--- src/rtl/jam_cost_server.sv ---
// jam_cost_server
//   Responder side of the job-assignment cost interface. Holds the 8x8
//   worker/job cost matrix, loaded row-major through a valid/ready stream,
//   serves registered W/J cost lookups to the solver, releases the solver
//   with a level go signal, captures MinCost/MatchCount on Valid, and
//   gives up after a SERVE-cycle timeout.
//
//   Ports
//     CLK, RST              clock (rising edge), async active-low reset
//     load_valid/ready/data cost stream, word index = W*8+J
//     start, clear          one-cycle command pulses
//     go                    solver may run (SERVE)
//     W, J, Cost            lookup address in, registered entry out
//     MinCost, MatchCount,
//     Valid                 solver result
//     busy, done, timeout   status
//     result_min/cnt        captured result
//     load_count            words written, 0..64
module jam_cost_server #(
   parameter int unsigned COST_W = 7,
   parameter int unsigned TO_W   = 22
) (
   input  logic              CLK,
   input  logic              RST,
   input  logic              load_valid,
   output logic              load_ready,
   input  logic [COST_W-1:0] load_data,
   input  logic              start,
   input  logic              clear,
   output logic              go,
   input  logic [2:0]        W,
   input  logic [2:0]        J,
   output logic [COST_W-1:0] Cost,
   input  logic [9:0]        MinCost,
   input  logic [3:0]        MatchCount,
   input  logic              Valid,
   output logic              busy,
   output logic              done,
   output logic              timeout,
   output logic [9:0]        result_min,
   output logic [3:0]        result_cnt,
   output logic [6:0]        load_count
);

   typedef enum logic [2:0] {
      S_IDLE,
      S_LOAD,
      S_READY,
      S_SERVE,
      S_DONE
   } state_t;

   state_t              state_q, state_d;
   logic [6:0]          cnt_q, cnt_d;
   logic [TO_W-1:0]     to_q, to_d, to_inc;
   logic                done_q, done_d;
   logic                tmo_q, tmo_d;
   logic [9:0]          rmin_q, rmin_d;
   logic [3:0]          rcnt_q, rcnt_d;
   logic                load_ready_q;
   logic                go_q;
   logic                busy_q;
   logic [COST_W-1:0]   cost_q;
   logic                mem_we;

   logic [COST_W-1:0]   mem [0:63];

   always_comb begin
      state_d = state_q;
      cnt_d   = cnt_q;
      to_d    = to_q;
      done_d  = done_q;
      tmo_d   = tmo_q;
      rmin_d  = rmin_q;
      rcnt_d  = rcnt_q;
      mem_we  = 1'b0;
      to_inc  = to_q + TO_W'(1);

      // clear outranks everything, including start and a load word
      // presented on the same cycle (that word is discarded).
      if (clear) begin
         state_d = S_IDLE;
         cnt_d   = '0;
         to_d    = '0;
         done_d  = 1'b0;
         tmo_d   = 1'b0;
         rmin_d  = '0;
         rcnt_d  = '0;
      end else begin
         unique case (state_q)
            S_IDLE, S_LOAD: begin
               if (load_valid && load_ready_q) begin
                  mem_we  = 1'b1;
                  cnt_d   = cnt_q + 7'd1;
                  state_d = (cnt_q == 7'd63) ? S_READY : S_LOAD;
               end
            end
            S_READY: begin
               if (start) begin
                  state_d = S_SERVE;
                  to_d    = '0;
               end
            end
            S_SERVE: begin
               // Valid is tested first so it wins over a simultaneous timeout.
               if (Valid) begin
                  rmin_d  = MinCost;
                  rcnt_d  = MatchCount;
                  done_d  = 1'b1;
                  tmo_d   = 1'b0;
                  state_d = S_DONE;
               end else begin
                  to_d = to_inc;
                  if (to_inc == '1) begin
                     done_d  = 1'b1;
                     tmo_d   = 1'b1;
                     state_d = S_DONE;
                  end
               end
            end
            S_DONE: begin
               if (start) begin
                  state_d = S_SERVE;
                  done_d  = 1'b0;
                  tmo_d   = 1'b0;
                  to_d    = '0;
               end
            end
            default: state_d = S_IDLE;
         endcase
      end
   end

   always_ff @(posedge CLK or negedge RST) begin
      if (!RST) begin
         state_q      <= S_IDLE;
         cnt_q        <= '0;
         to_q         <= '0;
         done_q       <= 1'b0;
         tmo_q        <= 1'b0;
         rmin_q       <= '0;
         rcnt_q       <= '0;
         load_ready_q <= 1'b1;
         go_q         <= 1'b0;
         busy_q       <= 1'b0;
         cost_q       <= '0;
      end else begin
         state_q      <= state_d;
         cnt_q        <= cnt_d;
         to_q         <= to_d;
         done_q       <= done_d;
         tmo_q        <= tmo_d;
         rmin_q       <= rmin_d;
         rcnt_q       <= rcnt_d;
         // status outputs are registered from the next state so they
         // change on the same edge as the state itself
         load_ready_q <= (state_d == S_IDLE) || (state_d == S_LOAD);
         go_q         <= (state_d == S_SERVE);
         busy_q       <= (state_d == S_LOAD) || (state_d == S_SERVE);
         if ((state_q == S_READY) || (state_q == S_SERVE) || (state_q == S_DONE))
            cost_q <= mem[{W, J}];
         else
            cost_q <= '0;
      end
   end

   // table storage is intentionally not reset
   always_ff @(posedge CLK) begin
      if (mem_we)
         mem[cnt_q[5:0]] <= load_data;
   end

   assign load_ready = load_ready_q;
   assign go         = go_q;
   assign busy       = busy_q;
   assign done       = done_q;
   assign timeout    = tmo_q;
   assign result_min = rmin_q;
   assign result_cnt = rcnt_q;
   assign load_count = cnt_q;
   assign Cost       = cost_q;

endmodule
--- config.mk ---
export PLATFORM = sky130hd
export DESIGN_NAME = jam_cost_server
export DESIGN_NICKNAME = d
export VERILOG_FILES = /design/src/rtl/jam_cost_server.sv
export SDC_FILE = /design/constraint.sdc
export NUM_CORES = 1
export LEC_CHECK = 0
export BUFFER_PORTS_ARGS = -buffer_cell sky130_fd_sc_hd__buf_2
export CAP_MARGIN = 20
export CORE_MARGIN = 2
export CORE_UTILIZATION = 55
export DETAILED_ROUTE_END_ITERATION = 10
export PLACE_DENSITY = 0.83
export SLEW_MARGIN = 20
export SYNTH_ARGS = -nofsm -noshare
export SYNTH_HDL_FRONTEND = slang
export SYNTH_SLANG_ARGS = --single-unit
--- constraint.sdc ---
create_clock -name CLK -period 2.95 [get_ports CLK]
set_input_delay 0 -clock CLK [delete_from_list [all_inputs] [get_ports CLK]]
set_output_delay 0 -clock CLK [all_outputs]
set_load 0.1 [all_outputs]
; ---- Word level (Yosys, flattened, before mapping)
; Memory sizes are Yosys's and may differ from the RTL's.
; Index checks and enable logic that the tools add are counted.
[totals]
ff_bits = 58
ram_bits = 448
word_cells = 79
n_memories = 1
[op_classes]
addsub = 2
eq_ne = 12
mux = 34
reduce_logical = 19
[mem_list]
columns = name, words, width, rd, rd_ports_with_merged_regs, wr, line_no
row1 = mem, 64, 7, 1, 0, 1, 66  ; logic [COST_W-1:0] mem [0:63];
[ops]
columns = op, n
row1 = 22-bit two-way mux, 3
row2 = 22-bit one-hot mux with 2 select lines, 1
row3 = 10-bit two-way mux, 3
row4 = 7-bit two-way mux, 4
row5 = 22-bit by 1-bit adder with 22-bit output (second input constant), 1
row6 = 22-bit equality test (second input constant), 1
row7 = 3-bit two-way mux, 5
row8 = 4-bit two-way mux, 3
row9 = 1-bit two-way mux, 11
row10 = 3-bit by 2-bit equality test with 1-bit output (second input constant), 3
row11 = 3-bit one-hot mux with 3 select lines, 1
row12 = 2-bit nonzero test, 4
row13 = 7-bit by 1-bit adder with 7-bit output (second input constant), 1
row14 = 7-bit by 6-bit equality test with 1-bit output (second input constant), 1
row15 = 3-bit by 1-bit equality test with 1-bit output (second input constant), 2
row16 = 3-bit zero test, 2
row17 = 3-bit inequality test (second input constant), 2
row18 = 3-bit AND reduction, 2
row19 = 3-bit nonzero test, 2
row20 = 1-bit logical OR, 4
row21 = 4-bit inequality test (second input constant), 1
row22 = 1-bit one-hot mux with 2 select lines, 2
row23 = 2-bit AND reduction, 2
row24 = 2-bit OR reduction, 2
row25 = 4 further kinds, 4

; ---- Depth between registers and ports, before layout
[logic_depth]
depth_word = 8
mapped_depth = 9
ltp_nobuf = 7

; ---- Worst setup path after synthesis
; No wires, ideal clock.
[synth_timing]
path_kind = register to register
from = register load_ready_q (netlist: load_ready)
to = memory mem[14][0] (enable)
arrival_time_ns = 2.415
path_slack_ns = 0.174
path_stages_with_launch = 6
path_cell_list = dfstp_2 nand2_1 nor3_2 nor3b_1 nand3_1 nor2_1
[synth_between]
elab_chain_cells = 6
[synth_rtl]
columns = item, line_no
row1 = "start, declared", 60  ; logic load_ready_q;
row2 = "start signal, assigned", 157  ; load_ready_q <= (state_d == S_IDLE) || (state_d == S_LOAD);
row3 = 1-bit logical AND, 92  ; if (load_valid && load_ready_q) begin
row4 = 1-bit two-way mux, 92
row5 = 1-bit two-way mux, 90  ; unique case (state_q)
row6 = 1-bit two-way mux, 81  ; if (clear) begin
row7 = 1-bit two-way mux, 169  ; if (mem_we)
row8 = 1-bit two-way mux (implied by the code), 170  ; mem[cnt_q[5:0]] <= load_data;
row9 = "end, declared", 66
; Every way passes these cells.

; ---- Worst setup path in the final report
[layout_timing]
from = register to_q[3]
to = register state_q[2]
[layout_between]
elab_chain_cells = 6
[layout_rtl]
columns = item, line_no
row1 = "start, declared", 55  ; logic [TO_W-1:0] to_q, to_d, to_inc;
row2 = "start signal, assigned", 150  ; to_q <= to_d;
row3 = 22-bit by 1-bit adder with 22-bit output, 77  ; to_inc = to_q + TO_W'(1);
row4 = 22-bit equality test, 114  ; if (to_inc == '1) begin
row5 = 3-bit two-way mux, 114
row6 = 3-bit two-way mux, 106  ; if (Valid) begin
row7 = 3-bit one-hot mux with 3 select lines, 90
row8 = 3-bit two-way mux, 81
row9 = named net state_d[2], 53  ; state_t state_q, state_d;
row10 = "end signal, assigned", 148  ; state_q <= state_d;
row11 = "end, declared", 53
; The timed path passes the listed nets, and every way through them passes these cells.
; A chain may end at the register's enable or synchronous reset.

==> reports/results.ini <==
[logic_synthesis]
yosysMostFrequentCell=edfxtp_1
ys.flop_type=edfxtp_1
yosysSeqAreaShare_pct=72.9
synth_cells=1098
synth_common_cells=448 x edfxtp_1, 140 x mux4_2, 90 x nor2_1, 67 x nand2_1, 57 x dfrtp_1
synth_warnings=0
synth_edf_count=448
yosys.area.top_type=edfxtp_1
ys_types=58
synth_top_area_share_pct=65.8
syn_nets=1135
synth.avg_cell_area_um2=18.6
ys_ff_latch=506
synth_area_um2=20400
netlist_top_cells_area=edfxtp_1 66%, mux4_2 15%, dfrtp_1 7.0%, nor2_1 1.7%, nand2_1 1.2%
ys_async_sr_fraction_pct=11.5

[placement]
place_ws_ns=0.352
portBuffers=65
gp_congestion=0.884
dp_hpwl_um=28500

[sta]
timing.final.crit_period_ns=2.77
clock_skew_ns=0.0220
finalSetupViolations=0
fmax_mhz=361
slew_headroom_pct=30.5
grt_setup_unrepaired=no
fin_tns_setup_ns=0
worstMarginPinSlew_ns=1.04
worst_hold_slack_ns=-0.0222
min_period_over_period_pct=94.0
maxSlewViolCount=0
finalHoldViolCount=16
setup_ws_ns=0.178

[setup_path]
cp-start-kind=register
cp-end-kind=register
cp_data_required_time_ns=3.45
cpPeakStageDelay_ns=0.62
cp_max_fo=9
cp.arrival_ns=3.27
crit_chain=nand4_2 -> nor3_4 -> xor2_1 -> nor4b_2 -> nand4_1 -> o311ai_0 -> dlygate4sd3_1
crit_slowest_cell=dlygate4sd3_1
crit_type=reg -> reg

[power]
leakage_nw=8.01
power_density_nw_per_um2=608
p_total_mw=14.4
vdd_drop_max_mv=0.407

[layout]
fin_util_pct=64.8
drive_above_1_share_pct=29.1
fillers=2280
area_growth_pct=16.0
finish.net_count=1309

[routing]
avgRoutedWirePerCell_um=26.9
drt_pass1_iterations=6
routed_via_density=6.50
ant_nets=0
routed_wl_um=48000
drt_iter0_markers=1559
drcViolationCount=0
vias=11600

[status]
violations=hold timing
status=complete, but fails checks

[cts]
cts_max_level=2
cts_root_buf=clkbuf_16
cts_inserted_buffers=48
cts_tree=yes
clk_latency_ns=0.57
clock_path_buffers=3
clock_sinks=506
worst_setup_hold_path_clk_slew_ns=0.07

[grt]
grtUsageTotal_pct=25.6
grt_overflow=0
grt_pass1_wl_um=73500
grt_pass1_vias=11800
antenna_found_initial=0
grt_max_degree=65

[floorplanning]
core_area_um2=36600
ios=66
die_x_um=197
start_util_pct=55.8
dieArea_um2=38700
num_rows=70
die_y_um=197

[worst_hold_path]
min_path_type=in -> async

[flow_run]
cap_violations=0

sequential cells by signal (all words and copies together) (netlist names):
signal,flops
result_cnt,4
busy,1
Cost,7
result_min,10
timeout,1
load_ready,1
mem,448
load_count,7
to_q,22
go,1
done,1
state_q,3
cell families after synthesis:
family,Yosys count,synth area share [%]
fa+ha+maj,4,0.245
flops,506,72.9
xor+xnor,12,0.514
simple gates,268,6.51
mux,144,15.6
compound gates,96,2.74
buf+inv,68,1.47
report_power, final:
part	internal (mW)	total, mW	switching [mW]	leakage [nW]
Combinational	0.278	0.678	0.400	2.43
Clock	3.33	5.91	2.58	0.753
Sequential	7.81	7.83	0.0146	4.83
Total	11.4	14.4	3.00	8.01
stage by stage:
step | cell area [um2] | std cells
after global placement | 21800 | 1651
after floorplan | 20400 | 1098
after CTS | 23700 | 1779
after global routing | 23700 | 1779
final | 23700 | 1782
after detailed placement | 21800 | 1651
timing repair:
item	CTS	global route
gates resized for setup	0	6
endpoints found under the setup margin	0	1
hold buffers	39	0
endpoints found under the hold margin	131	0
setup buffers	0	0
worst paths after layout:
path / start / endpoint / slack, ns / cells after the start
worst max-delay path: to_q[3] / state_q[2] / 0.18 / 7
worst min-delay path: RST / to_q[4] / -0.02 / 2
worst max register to register: to_q[3] / state_q[2] / 0.18 / 7
worst min register to register: done / done / 0.56 / 2
max in group asynchronous: RST / to_q[15] / 2.33 / 3
min in group CLK: load_data[1] / mem[16][1] / 0.01 / 1
layout make-up:
cell class                 instances  area (um2)  area share (%)
antenna                            3        7.51          0.0316
timing repair buffer             188        1410            5.93
inverter                           4        15.0          0.0633
tap                              468         586            2.47
clock buffer                      59        1310            5.50
clock inverter                    30         219           0.923
multi-input combinational        524        5280            22.2
sequential                       506       14900            62.8
critical path, delay by kind of cell, from the launching register on:
family,cells,cell delay [ns]
flip-flops,1,0.52
buffers and inverters,1,0.62
AO/OA/AOI/OAI,1,0.16
AND/OR/NAND/NOR,4,1.15
XOR/XNOR,1,0.25
cells in the final DEF, fill, tap and decap left out, types with 4 or more instances in the layout:
cell type and n:
edfxtp_1 448, mux4_2 140, nor2_1 90, buf_4 82, nand2_1 67, buf_2 62
dfrtp_1 56, clkbuf_16 50, dlygate4sd3_1 39, o21ai_0 34, a21oi_1 32, nand3_1 32
clkinv_2 14, nand4_1 12, nand2b_1 9, nor2b_1 9, nor3_1 7, xor2_1 7
clkbuf_1 7, clkinv_1 7, and4_1 6, o31ai_1 6, nor3b_1 5, xnor2_1 5
inv_1 4, mux2i_1 4, o21a_1 4, buf_12 4
routing by layer:
metal  share of wire [%]  GRT usage (%)  vias up
met3                 8.9           4.24      122
met2                  51           42.8      733
met1                  37           35.2     5946
met5                   0              0        -
met4                 3.2           8.33        0
li1                    -              -     4785
(Power assumes the default switching activity.)
